--- src/rtl/early_db_arbiter.sv ---
// Multi-channel early debouncer: the first synchronized edge passes at once, then the
// channel ignores its input for a tick-based hold. A round-robin arbiter reports db edges.
module early_db_arbiter #(
  parameter int N          = 4,
  parameter int TICK_DIV   = 100_000,
  parameter int HOLD_TICKS = 10
) (
  input  logic                 clk,
  input  logic                 reset,
  input  logic [N-1:0]         sw,
  output logic [N-1:0]         db,
  output logic                 m_tick,
  output logic                 evt_valid,
  input  logic                 evt_ready,
  output logic [$clog2(N)-1:0] evt_id,
  output logic                 evt_edge,
  output logic                 evt_drop
);
  localparam int IW = $clog2(N);
  localparam int HW = $clog2(HOLD_TICKS + 1);
  localparam int PW = (TICK_DIV > 1) ? $clog2(TICK_DIV) : 1;

  typedef enum logic [1:0] {ST_ZERO, ST_WAIT1, ST_ONE, ST_WAIT0} state_t;

  logic [N-1:0]  r_sync1, r_sync2;
  logic [PW-1:0] r_presc;
  logic          r_tick;

  // NOTE: clocked state is always assigned with <= so every flop samples pre-edge values.
  always_ff @(posedge clk or negedge reset) begin
    if (!reset) begin
      r_sync1 <= '0;
      r_sync2 <= '0;
      r_presc <= '0;
      r_tick  <= 1'b0;
    end else begin
      r_sync1 <= sw;
      r_sync2 <= r_sync1;
      if (r_presc == PW'(TICK_DIV - 1)) begin
        r_presc <= '0;
        r_tick  <= 1'b1;
      end else begin
        r_presc <= r_presc + PW'(1);
        r_tick  <= 1'b0;
      end
    end
  end

  state_t        r_state     [N];
  state_t        w_state_nxt [N];
  logic [HW-1:0] r_cnt       [N];
  logic [HW-1:0] w_cnt_nxt   [N];
  logic [N-1:0]  r_db, w_db_nxt, w_tog;

  // NOTE: every combinational output gets a default before the case so no latch is inferred.
  always_comb begin
    w_db_nxt = '0;
    for (int i = 0; i < N; i++) begin
      w_state_nxt[i] = r_state[i];
      w_cnt_nxt[i]   = r_cnt[i];
      case (r_state[i])
        ST_ZERO: if (r_sync2[i]) begin
          w_state_nxt[i] = ST_WAIT1;
          w_cnt_nxt[i]   = HW'(HOLD_TICKS);
        end
        ST_ONE: if (!r_sync2[i]) begin
          w_state_nxt[i] = ST_WAIT0;
          w_cnt_nxt[i]   = HW'(HOLD_TICKS);
        end
        ST_WAIT1, ST_WAIT0: if (r_tick) begin
          if (r_cnt[i] <= HW'(1)) begin
            w_state_nxt[i] = (r_state[i] == ST_WAIT1) ? ST_ONE : ST_ZERO;
            w_cnt_nxt[i]   = '0;
          end else begin
            w_cnt_nxt[i] = r_cnt[i] - HW'(1);
          end
        end
        default: w_state_nxt[i] = ST_ZERO;
      endcase
      w_db_nxt[i] = (w_state_nxt[i] == ST_WAIT1) || (w_state_nxt[i] == ST_ONE);
    end
  end

  // NOTE: the per-channel state arrays are true flops, so they are reset element by element.
  always_ff @(posedge clk or negedge reset) begin
    if (!reset) begin
      for (int i = 0; i < N; i++) begin
        r_state[i] <= ST_ZERO;
        r_cnt[i]   <= '0;
      end
      r_db <= '0;
    end else begin
      for (int i = 0; i < N; i++) begin
        r_state[i] <= w_state_nxt[i];
        r_cnt[i]   <= w_cnt_nxt[i];
      end
      r_db <= w_db_nxt;
    end
  end

  assign w_tog = w_db_nxt ^ r_db;

  logic [N-1:0]  r_pend, r_pedge, w_acc;
  logic          r_valid, r_edge, r_drop, w_hs, w_found;
  logic [IW-1:0] r_id, r_ptr, w_sel, w_cidx;
  int            w_idx;

  assign w_hs = r_valid & evt_ready;

  // Search starts at the round-robin pointer and wraps past N-1 back to channel 0.
  always_comb begin
    w_acc   = '0;
    w_found = 1'b0;
    w_sel   = '0;
    w_idx   = 0;
    w_cidx  = '0;
    if (w_hs) w_acc[r_id] = 1'b1;
    for (int k = 0; k < N; k++) begin
      w_idx = int'(r_ptr) + k;
      if (w_idx >= N) w_idx = w_idx - N;
      w_cidx = IW'(w_idx);
      if (!w_found && r_pend[w_cidx]) begin
        w_found = 1'b1;
        w_sel   = w_cidx;
      end
    end
  end

  always_ff @(posedge clk or negedge reset) begin
    if (!reset) begin
      r_pend  <= '0;
      r_pedge <= '0;
      r_valid <= 1'b0;
      r_id    <= '0;
      r_edge  <= 1'b0;
      r_drop  <= 1'b0;
      r_ptr   <= '0;
    end else begin
      for (int i = 0; i < N; i++) begin
        if (w_tog[i]) begin
          r_pend[i]  <= 1'b1;
          r_pedge[i] <= w_db_nxt[i];
        end else if (w_acc[i]) begin
          r_pend[i] <= 1'b0;
        end
      end
      // A new edge on a channel whose previous edge is still unaccepted loses that edge.
      if (|(w_tog & r_pend & ~w_acc)) r_drop <= 1'b1;
      if (r_valid) begin
        if (evt_ready) begin
          r_valid <= 1'b0;
          r_ptr   <= (r_id == IW'(N - 1)) ? '0 : r_id + IW'(1);
        end
      end else if (w_found) begin
        r_valid <= 1'b1;
        r_id    <= w_sel;
        r_edge  <= r_pedge[w_sel];
      end
    end
  end

  assign db        = r_db;
  assign m_tick    = r_tick;
  assign evt_valid = r_valid;
  assign evt_id    = r_id;
  assign evt_edge  = r_edge;
  assign evt_drop  = r_drop;
endmodule

--- config.mk ---
export PLATFORM = sky130hd
export DESIGN_NAME = early_db_arbiter
export DESIGN_NICKNAME = d
export VERILOG_FILES = /design/src/rtl/early_db_arbiter.sv
export SDC_FILE = /design/constraint.sdc
export NUM_CORES = 1
export LEC_CHECK = 0
export ABC_AREA = 1
export BUFFER_PORTS_ARGS = -buffer_cell sky130_fd_sc_hd__buf_4
export CORE_UTILIZATION = 61
export DETAILED_ROUTE_END_ITERATION = 8
export GPL_ROUTABILITY_DRIVEN = 0
export GPL_TIMING_DRIVEN = 1
export PLACE_DENSITY = 0.79
export SYNTH_ARGS = -nofsm -noshare
export SYNTH_HDL_FRONTEND = slang
export SYNTH_SLANG_ARGS = --single-unit
--- constraint.sdc ---
create_clock -name clk -period 2 [get_ports clk]
set_input_delay 0.4 -clock clk [delete_from_list [all_inputs] [get_ports clk]]
set_output_delay 0.4 -clock clk [all_outputs]
set_load 0.02 [all_outputs]
==> flow_metrics.py, run 1 <==
metrics = {
    "setup_path": {
        "cp.required_ps": 2260,
        "path_cells": "buf_4 > ha_2 > o211ai_1 > nand2_1 > nand3_1 > o21ai_2 > or2_1 > nand2_1 > nand2_1 > nand4_1",
        "critPathArrivalTime_ps": 2140,
        "critPathBufInv": 1,
        "cpPeakStageDelay_ps": 390,
        "slowest_stage": "dfrtp_1",
        "critPathLaunchType": "flip-flop",
        "crit_type": "reg -> reg",
        "crit_top_cell": "nand2_1",
        "cp_max_fo": 3,
        "cp.depth": 10,
        "reg2reg_depth": 10,
        "cpLargestDelayFamily": "simple AND/OR/NAND/NOR gates",
        "endpoint_kind": "flip-flop",
    },
    "global_routing": {
        "grt_first_pass_wirelength_um": 11300,
        "overflow": 0,
        "grt_pass1_vias": 2696,
        "antenna_found_initial": 0,
        "grt_usage_pct": 24.0,
        "grt_max_degree": 39,
    },
    "synthesis": {
        "async_flop_share_pct": 100,
        "synth-seq-cells": 69,
        "synth.area.top_cells": "dfrtp_1, nand2_1, inv_1",
        "syn_avg_cell_area_um2": 8.28,
        "ys_top_cells_by_count": "nand2_1, dfrtp_1, inv_1",
        "synth_top_area_share_pct": 48.5,
        "synth_enable_flop_cells": 0,
        "netlist_area_um2": 3560,
        "yosysMostFrequentCell": "nand2_1",
        "yosysWarningCount": 0,
        "synth.distinct_cells": 37,
        "synth_cells": 430,
        "synthFlopType": "dfrtp_1",
        "synth_fp_nets": 450,
        "yosysSeqAreaShare_pct": 48.5,
        "synth_top_area_cell": "dfrtp_1",
    },
    "floorplan": {
        "die_y_um": 78.4,
        "io_pins": 17,
        "die_area_um2": 6140,
        "rows": 27,
        "initial_utilization_pct": 63.9,
        "die_x_um": 78.4,
        "core_area_um2": 5570,
    },
    "cts": {
        "clock_path_buffers": 2,
        "clk_latency_ps": 340,
        "cts_buffers": 9,
        "cts_hold_buf": 0,
        "cts-root-buf": "clkbuf_8",
        "cts_tree": "done",
        "clk_pin_slew_ps": 80,
        "htree_levels": 3,
        "clock-sinks": 69,
    },
    "timing": {
        "worst_pin_slew_ps": 485,
        "maxSlewHeadroom_pct": 67.7,
        "min_period_ps": 1880,
        "skew_ps": 10.3,
        "setup_tns_ps": 0,
        "setup_violations": 0,
        "whs_ps": 14.2,
        "hold_viol_final": 0,
        "fin_crit_sh_pct": 93.9,
        "slew_violations": 0,
        "timing.fmax_ghz": 0.532,
    },
    "routing": {
        "drc": 0,
        "viasPerCell": 5.17,
        "dr.pass1.iters": 4,
        "num_vias": 2767,
        "wl_um": 6500,
        "drtAntennaViolNets": 0,
        "wl_per_cell_um": 12.1,
        "first_iter_violations": 113,
    },
    "pwr": {
        "power_density_nw_per_um2": 1140,
        "leakagePower_nw": 2.07,
        "vdd_drop_max_uv": 683,
    },
    "place": {
        "placed_area_um2": 3770,
        "port_buffers": 16,
        "dp_hpwl_um": 4600,
    },
    "final_layout": {
        "multi_input_area_um2": 1570,
        "seq_area_um2": 1730,
        "postLayoutCellArea_um2": 4080,
        "drive_above_1_share_pct": 15.6,
        "n_fill_cell": 425,
        "syn_to_final_growth_pct": 14.5,
        "diodes": 0,
        "final_net_count": 478,
    },
    "hold_path": {
        "hold_class": "in -> async",
    },
    "run_status": {
        "outcome": "finished clean",
    },
    "run": {
        "maxCapViolations": 0,
    },
}
-- cells by family (layout without fill, tap and decap cells) --
| family | after synthesis | after routing | synth area share, % |
|---|---|---|---|
| AND/OR/NAND/NOR | 200 | 200 | 25.8 |
| AO/OA/AOI/OAI | 60 | 60 | 9.46 |
| XOR/XNOR | 14 | 14 | 3.44 |
| multiplexers | 1 | 1 | 0.281 |
| flip-flops | 69 | 69 | 48.5 |
| adder cells (fa/ha/maj) | 13 | 13 | 4.57 |
| buffers and inverters | 73 | 106 | 7.94 |
-- final timing paths --
path	startpoint	endpoint	slack, ps
worst max-delay path	r_cnt[0]	evt_drop	120
worst min-delay path	reset	r_ptr[1]	10
worst max register to register	r_cnt[0]	evt_drop	120
worst min register to register	r_sync1[1]	r_sync2[1]	360
max in group asynchronous	reset	r_presc[7]	1450
min in group clk	sw[0]	r_sync1[0]	170
-- metrics by stage --
stage / power [W] / instances / utilization (%) / worst slack, ps
CTS: 0.00466 / 533 / 72.6 / 110
global route: 0.00498 / 535 / 73.1 / -0.666
floorplan: 0.00283 / 430 / - / 405
global placement: 0.00311 / 517 / 67.7 / 273
detailed placement: 0.00314 / 517 / 67.7 / 190
finish: 0.00464 / 535 / 73.1 / 121
-- cell usage in the layout, fill, tap and decap left out, types with 2 or more instances in the layout --
cell       count
clkbuf_8      10
ha_1          11
xnor2_1        3
dfrtp_1       69
nor2_1        28
o21ai_0       25
nor2_2         7
o21ai_2        3
nand3_1       22
nand2_2        8
ha_2           2
o21ai_1        2
buf_4         18
a221oi_1       5
a31oi_1        2
or2_2          3
o21a_1         2
a21oi_1       17
nand2_1      107
bufinv_16      4
nor3_1         6
nand4_1        5
inv_2          6
xor2_1        11
inv_1         65
nand3_2        5
-- repair_timing --
action,CTS,global route
resized for setup,0,5
setup buffers,0,2
endpoints found under the setup margin,0,2
-- flip-flops by register name (all words and copies together) (netlist names), 2 cells and up --
name and flops:
db 4, evt_id 2, r_cnt 16, r_pedge 4, r_pend 4, r_presc 17
r_ptr 2, r_state 8, r_sync1 4, r_sync2 4
-- power by group --
part	internal [W]	total, W	switching (W)
registers	0.00156	0.00173	0.000175
logic	0.000512	0.00139	0.000878
clock network	0.000989	0.00151	0.000522
-- cell type report --
class,instances,area share (%)
flip-flops and latches,69,42.4
well taps,72,2.21
repair buffers,19,3.81
inverters,71,6.54
clock inverters,6,3.28
multi-input cells,288,38.4
clock buffers,10,3.38
-- layer usage --
metal  vias to the layer above  GRT usage, %  wire [µm]
met5                         -             0          0
li1                       1433             -          -
met4                         0          9.81        108
met1                      1282          28.9       2890
met2                        40          41.8       3280
met3                        12          5.00        214
Power figures use the tool's default switching activity.
==> run 2: changes to the inputs <==
Settings changed: RECOVER_POWER from default to 25, REMOVE_ABC_BUFFERS from default to 1.
==> flow_metrics.py, run 2 (synthesis results as in run 1) <==
metrics = {
    "final_layout": {
        "n_fill_cell": 440,
        "drive_above_1_share_pct": 13.9,
        "largest-register": "r_presc",
        "final_net_count": 477,
        "syn_to_final_growth_pct": 11.5,
        "diodes": 0,
        "largest_reg_flops": 17,
        "layout_common_cells": "nand2_1, dfrtp_1, inv_1",
        "final_common_cell": "nand2_1",
        "reg_top3": "r_presc x17, r_cnt x16, r_state x8",
    },
    "routing": {
        "drc": 0,
        "drtAntennaViolNets": 0,
        "viasPerCell": 5.15,
        "num_vias": 2750,
        "wl_per_cell_um": 11.8,
        "dr.pass1.iters": 4,
        "wl_um": 6320,
        "first_iter_violations": 161,
    },
    "pwr": {
        "power_density_nw_per_um2": 1070,
        "vdd_drop_max_uv": 777,
        "leakagePower_nw": 2.02,
        "total_power_w": 0.00424,
    },
    "timing": {
        "maxSlewHeadroom_pct": 34.4,
        "hold_viol_final": 0,
        "skew_ps": 10.6,
        "slew_violations": 0,
        "setup_tns_ps": 0,
        "timing.fmax_ghz": 0.565,
        "rsz0062_at_grt": "no",
        "fin_crit_sh_pct": 88.4,
        "setup_violations": 0,
        "worst_pin_slew_ps": 984,
        "layout_setup_ws_ps": 231,
        "min_period_ps": 1770,
    },
    "run_status": {
        "outcome": "finished clean",
    },
    "place": {
        "post-place-ws_ps": 187,
        "dp_hpwl_um": 4780,
        "port_buffers": 16,
    },
    "hold_path": {
        "min_to": "r_sync1[2]",
        "hold_depth": 1,
        "hold_start": "sw[2]",
        "hold_class": "in -> reg",
    },
    "run": {
        "maxCapViolations": 0,
    },
    "cts": {
        "postCtsSetupRepairBufs": 0,
        "clock-sinks": 69,
        "clock_path_buffers": 2,
        "cts_buffers": 9,
        "cts_tree": "done",
        "htree_levels": 3,
        "clk_pin_slew_ps": 70,
        "clk_latency_ps": 340,
        "cts-root-buf": "clkbuf_8",
    },
    "global_routing": {
        "grt_first_pass_wirelength_um": 11100,
        "overflow": 0,
        "grt_pass1_vias": 2613,
        "antenna_found_initial": 0,
        "grt_max_degree": 54,
        "grt_usage_pct": 23.6,
    },
    "setup_path": {
        "critPathLaunchType": "flip-flop",
        "rr_endpoint": "evt_edge",
        "crit_type": "reg -> reg",
        "reg2reg_depth": 13,
        "critPathArrivalTime_ps": 2010,
        "crit_top_cell": "nand2_1",
        "critPathBufInv": 1,
        "rr_startpoint": "r_ptr[0]",
        "cpPeakStageDelay_ps": 580,
        "cp.required_ps": 2240,
        "slowest_stage": "dfrtp_1",
        "cpLargestDelayFamily": "simple AND/OR/NAND/NOR gates",
        "cp_max_fo": 12,
        "reg2reg_slack_ps": 230,
        "endpoint_kind": "flip-flop",
        "path_cells": "inv_2 > nand2_1 > nand2_2 > nand2_2 > nand2_2 > nor2_4 > nand3_2 > nand3_1 > nand2_1 > nand3_1 > nand2_1 > nand2_1 > nand2_1",
    },
    "floorplan": {
        "die_area_um2": 6140,
        "rows": 27,
        "initial_utilization_pct": 63.9,
        "io_pins": 17,
        "die_y_um": 78.4,
        "core_area_um2": 5570,
        "die_x_um": 78.4,
    },
}
run 2: cell count changes in the layout (fill, tap and decap cells not counted), moves of 2 or more:
cell and change:
clkbuf_1 +3, clkbuf_4 +4, buf_4 -7, o21ai_2 -2, o21ai_1 +2, bufinv_16 -3
run 2: repair_timing:
action,in CTS,in global routing
hold buffers,1,0
gates resized for setup,0,2
hold endpoints to repair,16,0
endpoints found under the setup margin,0,2
run 2: how the worst max path moves through the flow:
stage	start	to	slack [ps]	depth (start not counted)
final	r_ptr[0]	evt_edge	230	13
after global routing	r_cnt[4]	evt_drop	10	13
after CTS	r_cnt[4]	evt_drop	180	14
after detailed placement	r_cnt[4]	evt_drop	190	14
after global placement	r_cnt[4]	evt_drop	280	14
after floorplan	r_cnt[4]	evt_drop	410	14
run 2: layer usage:
metal | routed length [µm] | GRT usage (%)
met5 | 0 | 0
met4 | 74 | 8.52
met3 | 255 | 6.05
met2 | 3100 | 39.7
met1 | 2890 | 29.3
run 2: power by group:
group          leakage (nW)  switching, W  internal (W)
Clock                0.0964      0.000492      0.000606
Sequential            0.830      0.000167       0.00156
Combinational          1.09      0.000906      0.000512
run 2: layout make-up:
| type | instances | area (µm²) | area share (%) |
|---|---|---|---|
| flip-flops and latches | 69 | 1730 | 43.5 |
| inverters | 71 | 267 | 6.71 |
| clock buffers | 12 | 145 | 3.66 |
| repair buffers | 18 | 138 | 3.47 |
| well taps | 72 | 90.1 | 2.27 |
| multi-input cells | 288 | 1560 | 39.2 |
| clock inverters | 4 | 47.5 | 1.20 |
run 2: worst reg2reg max path, delay by kind of cell (launching register included):
| family | cells | cell delay (ps) |
|---|---|---|
| simple gates | 12 | 950 |
| flops | 1 | 580 |
| buf+inv | 1 | 140 |
run 2: through the flow:
step                cells  instance area [µm²]  utilization [%]  hold slack [ps]
detailed placement    517                 3770             67.7              287
floorplan             428                 3540                -              104
global placement      517                 3770             67.7              288
finish                534                 3970             71.2              186
global route          534                 3970             71.2              163
CTS                   534                 3980             71.3              147
==> run 3: changes to the inputs <==
Settings changed: CTS_CLUSTER_DIAMETER from default to 150, GPL_TIMING_DRIVEN 1 to 0.
==> flow_metrics.py, run 3 (synthesis results as in run 1) <==
metrics = {
    "run_status": {
        "outcome": "complete, but fails checks",
        "failed_checks": "max-capacitance violations, max-slew violations",
    },
    "routing": {
        "drtAntennaViolNets": 0,
        "wl_per_cell_um": 12.2,
        "first_iter_violations": 161,
        "drc": 0,
        "viasPerCell": 5.27,
        "wl_um": 6530,
        "dr.pass1.iters": 4,
        "num_vias": 2820,
    },
    "setup_path": {
        "reg2reg_slack_ps": 200,
        "crit_type": "reg -> reg",
        "endpoint_kind": "flip-flop",
        "reg2reg_depth": 10,
        "critPathLaunchType": "flip-flop",
        "cp_max_fo": 3,
        "rr_startpoint": "r_cnt[0]",
        "rr_endpoint": "evt_drop",
        "cp.required_ps": 2280,
        "critPathArrivalTime_ps": 2080,
    },
    "place": {
        "post-place-ws_ps": 163,
        "placed_area_um2": 3750,
        "dp_hpwl_um": 4750,
        "port_buffers": 16,
    },
    "timing": {
        "timing.fmax_ghz": 0.554,
        "slew_violations": 70,
        "maxSlewHeadroom_pct": -9.37,
        "skew_ps": 6.71,
        "setup_violations": 0,
        "fin_crit_sh_pct": 90.2,
        "worst_pin_slew_ps": 1640,
        "hold_viol_final": 0,
        "layout_setup_ws_ps": 196,
        "min_period_ps": 1800,
    },
    "final_layout": {
        "n_fill_cell": 431,
        "reg_top3": "r_presc x17, r_cnt x16, r_state x8",
        "largest_reg_flops": 17,
        "diodes": 0,
        "final_common_cell": "nand2_1",
        "final_net_count": 478,
        "drive_above_1_share_pct": 15.3,
        "largest-register": "r_presc",
        "syn_to_final_growth_pct": 12.3,
        "layout_common_cells": "nand2_1, dfrtp_1, inv_1",
        "multi_input_area_um2": 1560,
        "postLayoutCellArea_um2": 4000,
        "seq_area_um2": 1730,
    },
    "global_routing": {
        "grt_first_pass_wirelength_um": 11800,
        "gr-max-usage-layer": "met2",
        "antenna_found_initial": 0,
        "overflow": 0,
        "grt_max_degree": 70,
        "grt_pass1_vias": 2831,
        "gr-usage-met1_pct": 29.3,
        "use_met2_pct": 44.0,
        "grt_usage_pct": 25.2,
        "global_route.usage.met3_pct": 6.16,
    },
    "cts": {
        "clk_pin_slew_ps": 70,
        "clock_path_buffers": 2,
        "cts-root-buf": "clkbuf_8",
        "clk_latency_ps": 350,
        "cts_buffers": 9,
        "htree_levels": 3,
        "cts_tree": "done",
        "cts_hold_buf": 0,
        "clock-sinks": 69,
    },
    "floorplan": {
        "die_y_um": 78.4,
        "die_area_um2": 6140,
        "io_pins": 17,
        "rows": 27,
        "die_x_um": 78.4,
        "initial_utilization_pct": 63.9,
        "core_area_um2": 5570,
    },
    "pwr": {
        "leakagePower_nw": 2.03,
        "total_power_w": 0.00432,
        "vdd_drop_max_uv": 804,
        "power_density_nw_per_um2": 1080,
    },
    "hold_path": {
        "hold_start": "sw[0]",
        "hold_class": "in -> reg",
        "hold_depth": 1,
        "min_to": "r_sync1[0]",
    },
    "run": {
        "maxCapViolations": 1,
    },
}
[run 3: critical path: stages (launching register included)]
cell      delay [ps]
dfrtp_1          370
inv_1             80
ha_1             240
o211ai_1         250
nand2_1          150
nand3_1          110
o21ai_2           70
or2_1            230
nand2_1           90
nand2_1           50
nand4_1           70
[run 3: final cells by class]
cell class              count  share of cell area, %
clock buffers              13                   4.22
clock inverters             3                   1.06
inverters                  71                   6.66
multi-input cells         288                   39.1
flip-flops and latches     69                   43.2
well taps                  72                   2.25
repair buffers             19                   3.50
[run 3: power breakdown]
| part | total (W) | internal [W] | switching, W |
|---|---|---|---|
| sequential | 0.00173 | 0.00156 | 0.000167 |
| combinational | 0.00142 | 0.000506 | 0.000910 |
| clock | 0.00117 | 0.000676 | 0.000498 |
[run 3: layer usage]
metal	vias up	wire length [µm]
met5	-	0
met4	0	111
met3	16	204
met2	33	3440
met1	1344	2770
li1	1427	-
[run 3: worst max path at each step]
stage                     startpoint        to  slack (ps)  depth (start not counted)
after floorplan             r_cnt[4]  evt_drop         410                         14
after global placement      r_cnt[0]  evt_drop         260                          9
after global routing        r_cnt[0]  evt_drop          -3                         10
after detailed placement    r_cnt[4]  evt_drop         160                         14
after CTS                   r_ptr[0]  evt_edge         150                         13
final                       r_cnt[0]  evt_drop         200                         10
[run 3: repair_timing]
action	CTS	global route
gates resized for setup	0	5
setup buffers	0	3
setup endpoints to repair	0	5
[run 3: per-stage QoR]
step	util (%)	hold WS, ps	instances	setup TNS [ps]
detailed placement	67.3	335	516	0
global route	71.7	161	535	-3.12
CTS	71.1	143	532	0
floorplan	-	104	428	0
global placement	67.3	334	516	0
finish	71.7	179	535	0
